==> src/rtl/rob_pkg.sv <==
// Shared constants and entry type for the reorder buffer.
package rob_pkg;

    localparam int ROB_DEPTH = 16;
    localparam int TAG_W     = 6;
    localparam int IDX_W     = $clog2(ROB_DEPTH);

    // Tag 0 is the architectural x0 and is never a real producer.
    localparam logic [TAG_W-1:0] NO_TAG = '0;

    typedef struct packed {
        logic             valid;
        logic             done;
        logic [TAG_W-1:0] physical_rd;
        logic [TAG_W-1:0] old_physical_rd;
    } rob_entry_t;

endpackage

==> src/rtl/rob_wakeup_match.sv <==
// Combinational compare of one entry tag against the four FU broadcasts.
// Tag 0 never matches, so x0 broadcasts cannot mark anything done.
module rob_wakeup_match
    import rob_pkg::*;
(
    input  logic [TAG_W-1:0]      entry_tag_i,
    input  logic [3:0]            wakeup_active_i,
    input  logic [3:0][TAG_W-1:0] wakeup_tag_i,
    output logic                  hit_o
);

    // Any active broadcast of this (nonzero) tag is a hit.
    always_comb begin
        hit_o = 1'b0;
        for (int k = 0; k < 4; k++) begin
            if (wakeup_active_i[k] && (wakeup_tag_i[k] == entry_tag_i) &&
                (entry_tag_i != NO_TAG)) begin
                hit_o = 1'b1;
            end
        end
    end

endmodule

==> src/rtl/reorder_buffer.sv <==
// In-order retirement queue: allocate at tail, mark done on FU wakeup,
// retire up to two entries per cycle from head and return their old tags.
// Optional macro ROB_WAKEUP_BYPASS_EN lets a head/head+1 entry retire on the
// same edge as its wakeup broadcast.
module reorder_buffer
    import rob_pkg::*;
(
    input  logic             clk,
    input  logic             reset_n,
    input  logic             alloc_valid,
    input  logic [TAG_W-1:0] alloc_physical_rd,
    input  logic [TAG_W-1:0] alloc_old_physical_rd,
    output logic             alloc_ready,
    output logic [IDX_W-1:0] alloc_index,
    input  logic             wakeup_0_active,
    input  logic [TAG_W-1:0] wakeup_0_tag,
    input  logic             wakeup_1_active,
    input  logic [TAG_W-1:0] wakeup_1_tag,
    input  logic             wakeup_2_active,
    input  logic [TAG_W-1:0] wakeup_2_tag,
    input  logic             wakeup_3_active,
    input  logic [TAG_W-1:0] wakeup_3_tag,
    output logic [TAG_W-1:0] freed_tag_1,
    output logic [TAG_W-1:0] freed_tag_2,
    output logic [1:0]       retire_count,
    output logic             rob_empty,
    output logic             rob_full
);

    logic [3:0]            wk_active;
    logic [3:0][TAG_W-1:0] wk_tag;

    assign wk_active = {wakeup_3_active, wakeup_2_active, wakeup_1_active, wakeup_0_active};
    assign wk_tag    = {wakeup_3_tag, wakeup_2_tag, wakeup_1_tag, wakeup_0_tag};

    rob_entry_t       entries_q [ROB_DEPTH];
    rob_entry_t       entries_d [ROB_DEPTH];
    logic [IDX_W-1:0] head_q, head_d;
    logic [IDX_W-1:0] tail_q, tail_d;
    logic [IDX_W:0]   count_q, count_d;
    logic [TAG_W-1:0] freed_1_q, freed_1_d;
    logic [TAG_W-1:0] freed_2_q, freed_2_d;
    logic [1:0]       retire_cnt_q, retire_cnt_d;
    logic             empty_q, empty_d;
    logic             full_q, full_d;

    logic [ROB_DEPTH-1:0] wake_hit;
    logic [IDX_W-1:0]     head1;
    rob_entry_t           head_e, head1_e;
    logic                 head_ready, head1_ready;
    logic                 ret0, ret1;
    logic                 alloc_fire;

    // One broadcast comparator per entry.
    generate
        for (genvar gi = 0; gi < ROB_DEPTH; gi++) begin : g_match
            rob_wakeup_match u_match (
                .entry_tag_i     (entries_q[gi].physical_rd),
                .wakeup_active_i (wk_active),
                .wakeup_tag_i    (wk_tag),
                .hit_o           (wake_hit[gi])
            );
        end
    endgenerate

    assign head1   = head_q + IDX_W'(1);
    assign head_e  = entries_q[head_q];
    assign head1_e = entries_q[head1];

`ifdef ROB_WAKEUP_BYPASS_EN
    logic byp_hit0, byp_hit1;

    rob_wakeup_match u_byp0 (
        .entry_tag_i     (head_e.physical_rd),
        .wakeup_active_i (wk_active),
        .wakeup_tag_i    (wk_tag),
        .hit_o           (byp_hit0)
    );

    rob_wakeup_match u_byp1 (
        .entry_tag_i     (head1_e.physical_rd),
        .wakeup_active_i (wk_active),
        .wakeup_tag_i    (wk_tag),
        .hit_o           (byp_hit1)
    );

    assign head_ready  = head_e.valid  && (head_e.done  || byp_hit0);
    assign head1_ready = head1_e.valid && (head1_e.done || byp_hit1);
`else
    assign head_ready  = head_e.valid  && head_e.done;
    assign head1_ready = head1_e.valid && head1_e.done;
`endif

    // Full check uses registered state only: retirement this edge never
    // frees space for this edge's allocation.
    assign alloc_fire = alloc_valid && !full_q;
    assign ret0       = head_ready;
    assign ret1       = ret0 && head1_ready;

    // Pointer, count and registered-output next state.
    always_comb begin
        retire_cnt_d = ret1 ? 2'd2 : (ret0 ? 2'd1 : 2'd0);
        head_d       = head_q + IDX_W'(retire_cnt_d);
        tail_d       = tail_q + IDX_W'(alloc_fire);
        count_d      = count_q + (IDX_W+1)'(alloc_fire) - (IDX_W+1)'(retire_cnt_d);
        full_d       = (count_d == (IDX_W+1)'(ROB_DEPTH));
        empty_d      = (count_d == '0);
        freed_1_d    = ret0 ? head_e.old_physical_rd  : NO_TAG;
        freed_2_d    = ret1 ? head1_e.old_physical_rd : NO_TAG;
    end

    // Per-entry update. A slot at tail is always free when allocation fires,
    // so allocation and retirement never target the same entry.
    always_comb begin
        for (int i = 0; i < ROB_DEPTH; i++) begin
            entries_d[i] = entries_q[i];
            if (alloc_fire && (tail_q == IDX_W'(i))) begin
                entries_d[i].valid           = 1'b1;
                entries_d[i].done            = (alloc_physical_rd == NO_TAG);
                entries_d[i].physical_rd     = alloc_physical_rd;
                entries_d[i].old_physical_rd = alloc_old_physical_rd;
            end else if ((ret0 && (head_q == IDX_W'(i))) ||
                         (ret1 && (head1  == IDX_W'(i)))) begin
                entries_d[i] = '0;
            end else if (entries_q[i].valid && !entries_q[i].done && wake_hit[i]) begin
                entries_d[i].done = 1'b1;
            end
        end
    end

    // State register; reset discards every entry without freeing tags.
    always_ff @(posedge clk or negedge reset_n) begin
        if (!reset_n) begin
            for (int i = 0; i < ROB_DEPTH; i++) begin
                entries_q[i] <= '0;
            end
            head_q       <= '0;
            tail_q       <= '0;
            count_q      <= '0;
            freed_1_q    <= NO_TAG;
            freed_2_q    <= NO_TAG;
            retire_cnt_q <= 2'd0;
            empty_q      <= 1'b1;
            full_q       <= 1'b0;
        end else begin
            for (int i = 0; i < ROB_DEPTH; i++) begin
                entries_q[i] <= entries_d[i];
            end
            head_q       <= head_d;
            tail_q       <= tail_d;
            count_q      <= count_d;
            freed_1_q    <= freed_1_d;
            freed_2_q    <= freed_2_d;
            retire_cnt_q <= retire_cnt_d;
            empty_q      <= empty_d;
            full_q       <= full_d;
        end
    end

    assign alloc_ready  = !full_q;
    assign alloc_index  = tail_q;
    assign freed_tag_1  = freed_1_q;
    assign freed_tag_2  = freed_2_q;
    assign retire_count = retire_cnt_q;
    assign rob_empty    = empty_q;
    assign rob_full     = full_q;

endmodule

==> config.mk <==
export PLATFORM = sky130hd
export DESIGN_NAME = reorder_buffer
export DESIGN_NICKNAME = d
export VERILOG_FILES = /design/src/rtl/rob_pkg.sv /design/src/rtl/rob_wakeup_match.sv /design/src/rtl/reorder_buffer.sv
export SDC_FILE = /design/constraint.sdc
export NUM_CORES = 1
export LEC_CHECK = 0
export BUFFER_PORTS_ARGS = -buffer_cell sky130_fd_sc_hd__buf_2
export CORE_MARGIN = 1.5
export CORE_UTILIZATION = 55
export DETAILED_ROUTE_END_ITERATION = 10
export PLACE_DENSITY = 0.8
export SLEW_MARGIN = 10
export SYNTH_ARGS = -nofsm -noshare
export SYNTH_HDL_FRONTEND = slang
export SYNTH_SLANG_ARGS = --single-unit
export TNS_END_PERCENT = 5
==> constraint.sdc <==
create_clock -name clk -period 5.7 [get_ports clk]
set_input_delay 0.855 -clock clk [delete_from_list [all_inputs] [get_ports clk]]
set_output_delay 0.855 -clock clk [all_outputs]
set_load 0.01 [all_outputs]
Yosys cells after proc, flatten, opt, wreduce, memory -nomap -nowiden. Cells that the tools add are included.

Flip-flop bits (word level): 253.

Bitwise operators: 2. Reductions and logical operators: 298. Order comparisons: 2. Add/sub/neg operators: 5. Eq/ne operators: 110. Mux-type cells: 154.

Operators by type and width (number): 6-bit == test (64); 14-bit 2-to-1 mux (20); 1-bit logical AND (212); 12-bit 2-to-1 mux (16); 1-bit 2-to-1 mux (113); 14-bit binary-select mux with 4-bit select (2); 4-bit == test (second input constant) (24); 6-bit nonzero test (16); 4-bit by 3-bit == test with 1-bit output (second input constant) (12); 3-bit nonzero test (16); 2-bit nonzero test (16); 4-bit by 2-bit == test with 1-bit output (second input constant) (6); 1-bit zero test (17); 1-bit logical OR (16); 4-bit by 1-bit == test with 1-bit output (second input constant) (3); 4-bit zero test (3); 6-bit 2-to-1 mux (2); 5-bit >= comparator (second input constant) (2); 4-bit inverter with 5-bit output (2); 6-bit zero test (1); 5-bit by 1-bit adder with 5-bit output (1); 5-bit == test (second input constant) (1); 5-bit zero test (1); 5-bit by 2-bit subtractor with 5-bit output (1); 4 further kinds (4).

Depth between registers and ports, before layout.
Depth in word-level cells: 11. Mapped depth: 19. Depth with buffers taken out: 15.

Cells and area by module. From an unflattened synthesis, not the netlist that was laid out.

Cell total of the unflattened synthesis: 1809. Area, all modules: 19053.3 µm².

Modules (own cells, without submodules): reorder_buffer (area an instance 13467.9 µm², cells each 1137, instances 1); rob_wakeup_match (area an instance 349.1 µm², cells each 42, instances 16).

Least setup slack after synthesis. No wires, ideal clock.

Kind: reg2reg. Start: reg head_q[1]. End: reg full_q, in the netlist rob_full. Required time: 5.634 ns. Slack: 1.316 ns. Stages on the path, launching flop included: 19. Library setup time: 0.066 ns. Arrival: 4.318 ns. Path through: dfrtp_1 > buf_6 > buf_6 > buf_2 > inv_1 > ha_1 > clkbuf_1 > o21ai_0 > mux4_2 > mux2i_1 > nor2b_1 > ha_1 > inv_1 > ha_1 > fa_1 > a21o_1 > a21oi_1 > xnor2_1 > and2_1.

Cells in the longest elaborated chain, start to end: 10. Elaborated cells between the ends (all ways): 16.

Ends and longest elaborated chain: start: declaration (RTL line reorder_buffer.sv:38) `logic [IDX_W-1:0] head_q, head_d;`; start signal: assignment (RTL line reorder_buffer.sv:137) `head_q <= '0;`; start signal: assignment (RTL line reorder_buffer.sv:149) `head_q <= head_d;`; 4-bit by 1-bit adder with 4-bit output (RTL line reorder_buffer.sv:66) `assign head1 = head_q + IDX_W'(1);`; 4-bit inverter with 5-bit output (implied by the code) (RTL line reorder_buffer.sv:68) `assign head1_e = entries_q[head1];`; 14-bit binary-select mux with 4-bit select (RTL line reorder_buffer.sv:68); 14-bit 2-to-1 mux (implied by the code) (2 in series) (RTL line reorder_buffer.sv:68); 1-bit logical AND (RTL line reorder_buffer.sv:91) `assign head1_ready = head1_e.valid && head1_e.done;`; 1-bit logical AND (RTL line reorder_buffer.sv:98) `assign ret1 = ret0 && head1_ready;`; 2-bit 2-to-1 mux (*) (RTL line reorder_buffer.sv:102) `retire_cnt_d = ret1 ? 2'd2 : (ret0 ? 2'd1 : 2'd0);`; named net retire_cnt_d[0] (RTL line reorder_buffer.sv:43) `logic [1:0] retire_cnt_q, retire_cnt_d;`; 5-bit by 2-bit subtractor with 5-bit output (*) (RTL line reorder_buffer.sv:105) `count_d = count_q + (IDX_W+1)'(alloc_fire) - (IDX_W+1)'(retire_cnt_d);`; named net count_d[4] (RTL line reorder_buffer.sv:40) `logic [IDX_W:0] count_q, count_d;`; 5-bit == test (*) (RTL line reorder_buffer.sv:106) `full_d = (count_d == (IDX_W+1)'(ROB_DEPTH));`; named net full_d (RTL line reorder_buffer.sv:45) `logic full_q, full_d;`; end signal: assignment (RTL line reorder_buffer.sv:156) `full_q <= full_d;`; end: declaration (RTL line reorder_buffer.sv:45).

Mark *: on every way through the listed nets, which the timed path passes. The rest lies on a longest branch. The select of a mux whose other input is x is not followed. A chain may end at the register's enable or synchronous reset.

Final worst setup path.
Start: reg head_q[1]. End: reg empty_q, in the netlist rob_empty.

Cells in the longest elaborated chain, start to end: 10. Elaborated cells between the ends (all ways): 16.

Ends and longest elaborated chain: 4-bit by 1-bit adder with 4-bit output (RTL line reorder_buffer.sv:66); 4-bit inverter with 5-bit output (implied by the code) (RTL line reorder_buffer.sv:68); 14-bit binary-select mux with 4-bit select (RTL line reorder_buffer.sv:68); 14-bit 2-to-1 mux (implied by the code) (2 in series) (RTL line reorder_buffer.sv:68); 1-bit logical AND (RTL line reorder_buffer.sv:91); 1-bit logical AND (RTL line reorder_buffer.sv:98); 2-bit 2-to-1 mux (*) (RTL line reorder_buffer.sv:102); named net retire_cnt_d[0] (RTL line reorder_buffer.sv:43); 5-bit by 2-bit subtractor with 5-bit output (*) (RTL line reorder_buffer.sv:105); named net count_d[2] (RTL line reorder_buffer.sv:40); 5-bit zero test (*) (RTL line reorder_buffer.sv:107) `empty_d = (count_d == '0);`; named net empty_d (RTL line reorder_buffer.sv:44) `logic empty_q, empty_d;`; end signal: assignment (RTL line reorder_buffer.sv:155) `empty_q <= empty_d;`; end: declaration (RTL line reorder_buffer.sv:44).

Marked as above.

==> results by group <==
Detailed routing
  – 1st-pass router iterations: 6
  – Final ANT Viol Nets: 0
  – Residual DRC: 0
  – Initial DRC Count: 2,150
  – Via Count: 15,500
  – Routed len/inst: 24.7 um
  – Total Wirelength: 57,800 um
  – Via density: 6.63

Worst setup path
  – Crit start category: flip-flop
  – CP arrival: 5.25 ns
  – R2r worst-path depth: 13
  – Critical path class: reg2reg
  – Reg-to-Reg Start: head_q[1]
  – Worst EP required: 6.18 ns
  – CP Capture Type: flip-flop
  – R2R setup slack: 0.93 ns
  – R2R Path End: rob_empty
  – CP Max Fanout: 19

Yosys
  – Area of the mapped netlist: 17,900 um2
  – Post-Syn Nets: 2,085
  – EDFF count, synth: 0
  – Register area share after synthesis: 35.4%
  – Yosys cell types: 49
  – Prevailing post-synth register cell: dfrtp_1
  – Most common cell in the netlist: nand2_1
  – Synth area leader: dfrtp_1
  – Syn avg cell area: 8.84 um2
  – Seq cells post-synth: 253
  – Async S/R FF share, synth: 100%
  – Top-area cell type share of the netlist area: 35.2%
  – Top post-synthesis cells by count: 452 x nand2_1, 252 x dfrtp_1, 198 x xnor2_1
  – Synth Warn #: 0
  – Top cells by area, synth: dfrtp_1 35%, xnor2_1 9.7%, xor2_1 9.6%
  – Mapped Cells: 2,025

Clock tree
  – Root buffer cell: clkbuf_16
  – CTS Buf Count: 28
  – Worst-Skew Late Latency: 0.56 ns
  – Hold Buf Count CTS: 0
  – Post_cts resized: 0
  – CTS tree: built
  – Postcts setup bufs: 0
  – H-tree levels: 1
  – CTS max path bufs: 3
  – Clk pin slew, worst setup/hold paths: 0.06 ns
  – Clk sinks: 253

GRT
  – Overflow after GRT: 0
  – Pin count of the biggest net entering global routing: 105
  – Vias in the first global route: 15,600
  – Initial antenna violation count: 2
  – Gr usage total: 34.7%
  – First-pass GRT wire length: 89,400 um

STA
  – Peak Freq: 0.210 GHz
  – Worst slew pin tran: 1.20 ns
  – Final hold violation count: 0
  – Setup tns final: 0 ns
  – RSZ-0062 raised after global routing: false
  – Slew margin rel.: 19.8%
  – Hold_ws: 0.355 ns
  – Final worst path period share: 83.7%
  – Fin crit period: 4.77 ns
  – Slew Viols, Final: 0
  – Final setup viols: 0
  – Clk_skew: 0.0243 ns

Pwr
  – Comb power frac: 47.6%
  – Max rail drop VDD: 455 uV
  – Sequential power share: 35.6%
  – Power Dens Cells: 578 nW/um2
  – P_sw: 4.87 mW
  – LEAKAGE: 7.91 nW
  – Clock Power Share: 16.8%
  – Switching part of the total power: 44.8%
  – P_int: 6.00 mW

Finish
  – Fillers: 2,559
  – # diodes: 0
  – Fin nets: 1,950
  – Layout cells sized above 1: 11.6%
  – P&R area growth vs syn: 5.15%

Floorplan
  – Area of the core: 31,800 um2
  – Starting Density: 56.3%
  – Die height: 183 um
  – Die footprint: 33,700 um2
  – Row count: 65
  – Die X: 183 um
  – I/O pins: 64

Hold path
  – Worst Hold Class: in2async

Job
  – Maxcap violations: 0

Place
  – Buffers on Ports: 63
  – Post-DP HPWL: 37,000 um
  – GP Congestion: 0.964

Run status
  – Status: complete, no violations
-- metal layers --
layer  part of all wire, %  global-route usage, %  vias up
li1                      -                      -     6523
met1                    35                   43.0     7425
met2                    44                   53.8     1202
met3                    13                   9.81      388
met4                   7.7                   21.5        2
met5                 0.022                      0        -
-- flip-flops by register name, summed over array words and instances (netlist names) --
name,count
alloc_index,4
count_q,5
entries_q,224
freed_tag_1,6
freed_tag_2,6
head_q,4
retire_count,2
rob_empty,1
rob_full,1
-- power by group through the flow --
stage	sequential, mW	combinational, mW	clock, mW
final	3.87	5.18	1.83
after global routing	3.97	5.59	1.91
after CTS	3.82	5.06	1.83
after detailed placement	3.84	5.01	0
after global placement	3.79	4.79	0
after floorplan	2.92	4.70	0
-- worst max-delay path, stage by stage, from the launching register on --
cell     delay (ns)
dfrtp_2        0.77
inv_1          0.22
ha_1           0.64
o21ai_0        0.22
mux4_2         0.50
mux2i_1        0.23
nor2b_1        0.41
ha_1           0.22
inv_1          0.05
ha_1           0.22
fa_1           0.49
xor2_1         0.20
nor4_1         0.35
nor2b_1        0.19
-- cells in the final DEF (no fill, tap or decap), types with 2 or more instances in the layout --
master      instances
o41ai_4            12
and3_1              2
buf_4              21
mux2_2              3
nor4bb_1            2
a221oi_1            2
xnor2_1           198
nor4_1             81
clkbuf_16          29
nor2_2              2
mux2i_1            16
ha_1               15
nor2_1             33
clkinv_2            2
a21o_1              2
or4_1              17
nand4_1            64
fa_1                2
nand3_1            14
a21oi_1            35
xor2_1            196
o21ai_0            92
mux4_2             64
buf_2              62
and2_1             10
o41ai_2             4
nor2b_1            12
nand2_1           452
o21ai_1           125
inv_1              28
nand2b_1            5
nor3_2              2
clkinvlp_4          3
clkbuf_1            5
nor3_1              6
clkbuf_8            9
o31ai_1            16
dfrtp_1           250
-- stage by stage --
step	power [mW]	utilization [%]	instances	setup slack (ns)	cell area, um2
final	10.9	59.2	2344	0.927	18800
after global routing	11.5	59.2	2344	0.708	18800
after CTS	10.7	59.2	2344	1.03	18800
after detailed placement	8.84	56.3	2295	1.06	17900
after global placement	8.57	56.3	2295	1.28	17900
after floorplan	7.62	-	2025	1.32	17900
-- cell type report --
class	instances	area, um2	area share (%)
flip-flops and latches	253	6340	33.7
multi-input cells	1495	10400	55.4
well taps	435	544	2.89
inverters	28	105	0.558
clock inverters	6	62.6	0.332
repair buffers	84	483	2.56
clock buffers	43	868	4.61
-- how the worst max path moves through the flow --
stage / slack (ns) / cells past startpoint / endpoint / start
after CTS: 1.03 / 13 / rob_empty / head_q[1]
after global routing: 0.71 / 13 / rob_empty / head_q[1]
final: 0.93 / 13 / rob_empty / head_q[1]
after global placement: 1.28 / 13 / rob_empty / head_q[1]
after floorplan: 1.32 / 18 / rob_full / head_q[1]
after detailed placement: 1.06 / 13 / rob_empty / head_q[1]
-- logic make-up after synthesis --
kind of cell | count (synthesis) | share of synthesized area (%)
adder cells (fa/ha/maj) | 17 | 1.27
AO/OA/AOI/OAI | 293 | 10.3
buffers and inverters | 277 | 6.48
flip-flops | 253 | 35.4
XOR/XNOR | 396 | 19.5
multiplexers | 83 | 9.13
AND/OR/NAND/NOR | 706 | 18.0
Power figures use the tool's default switching activity.
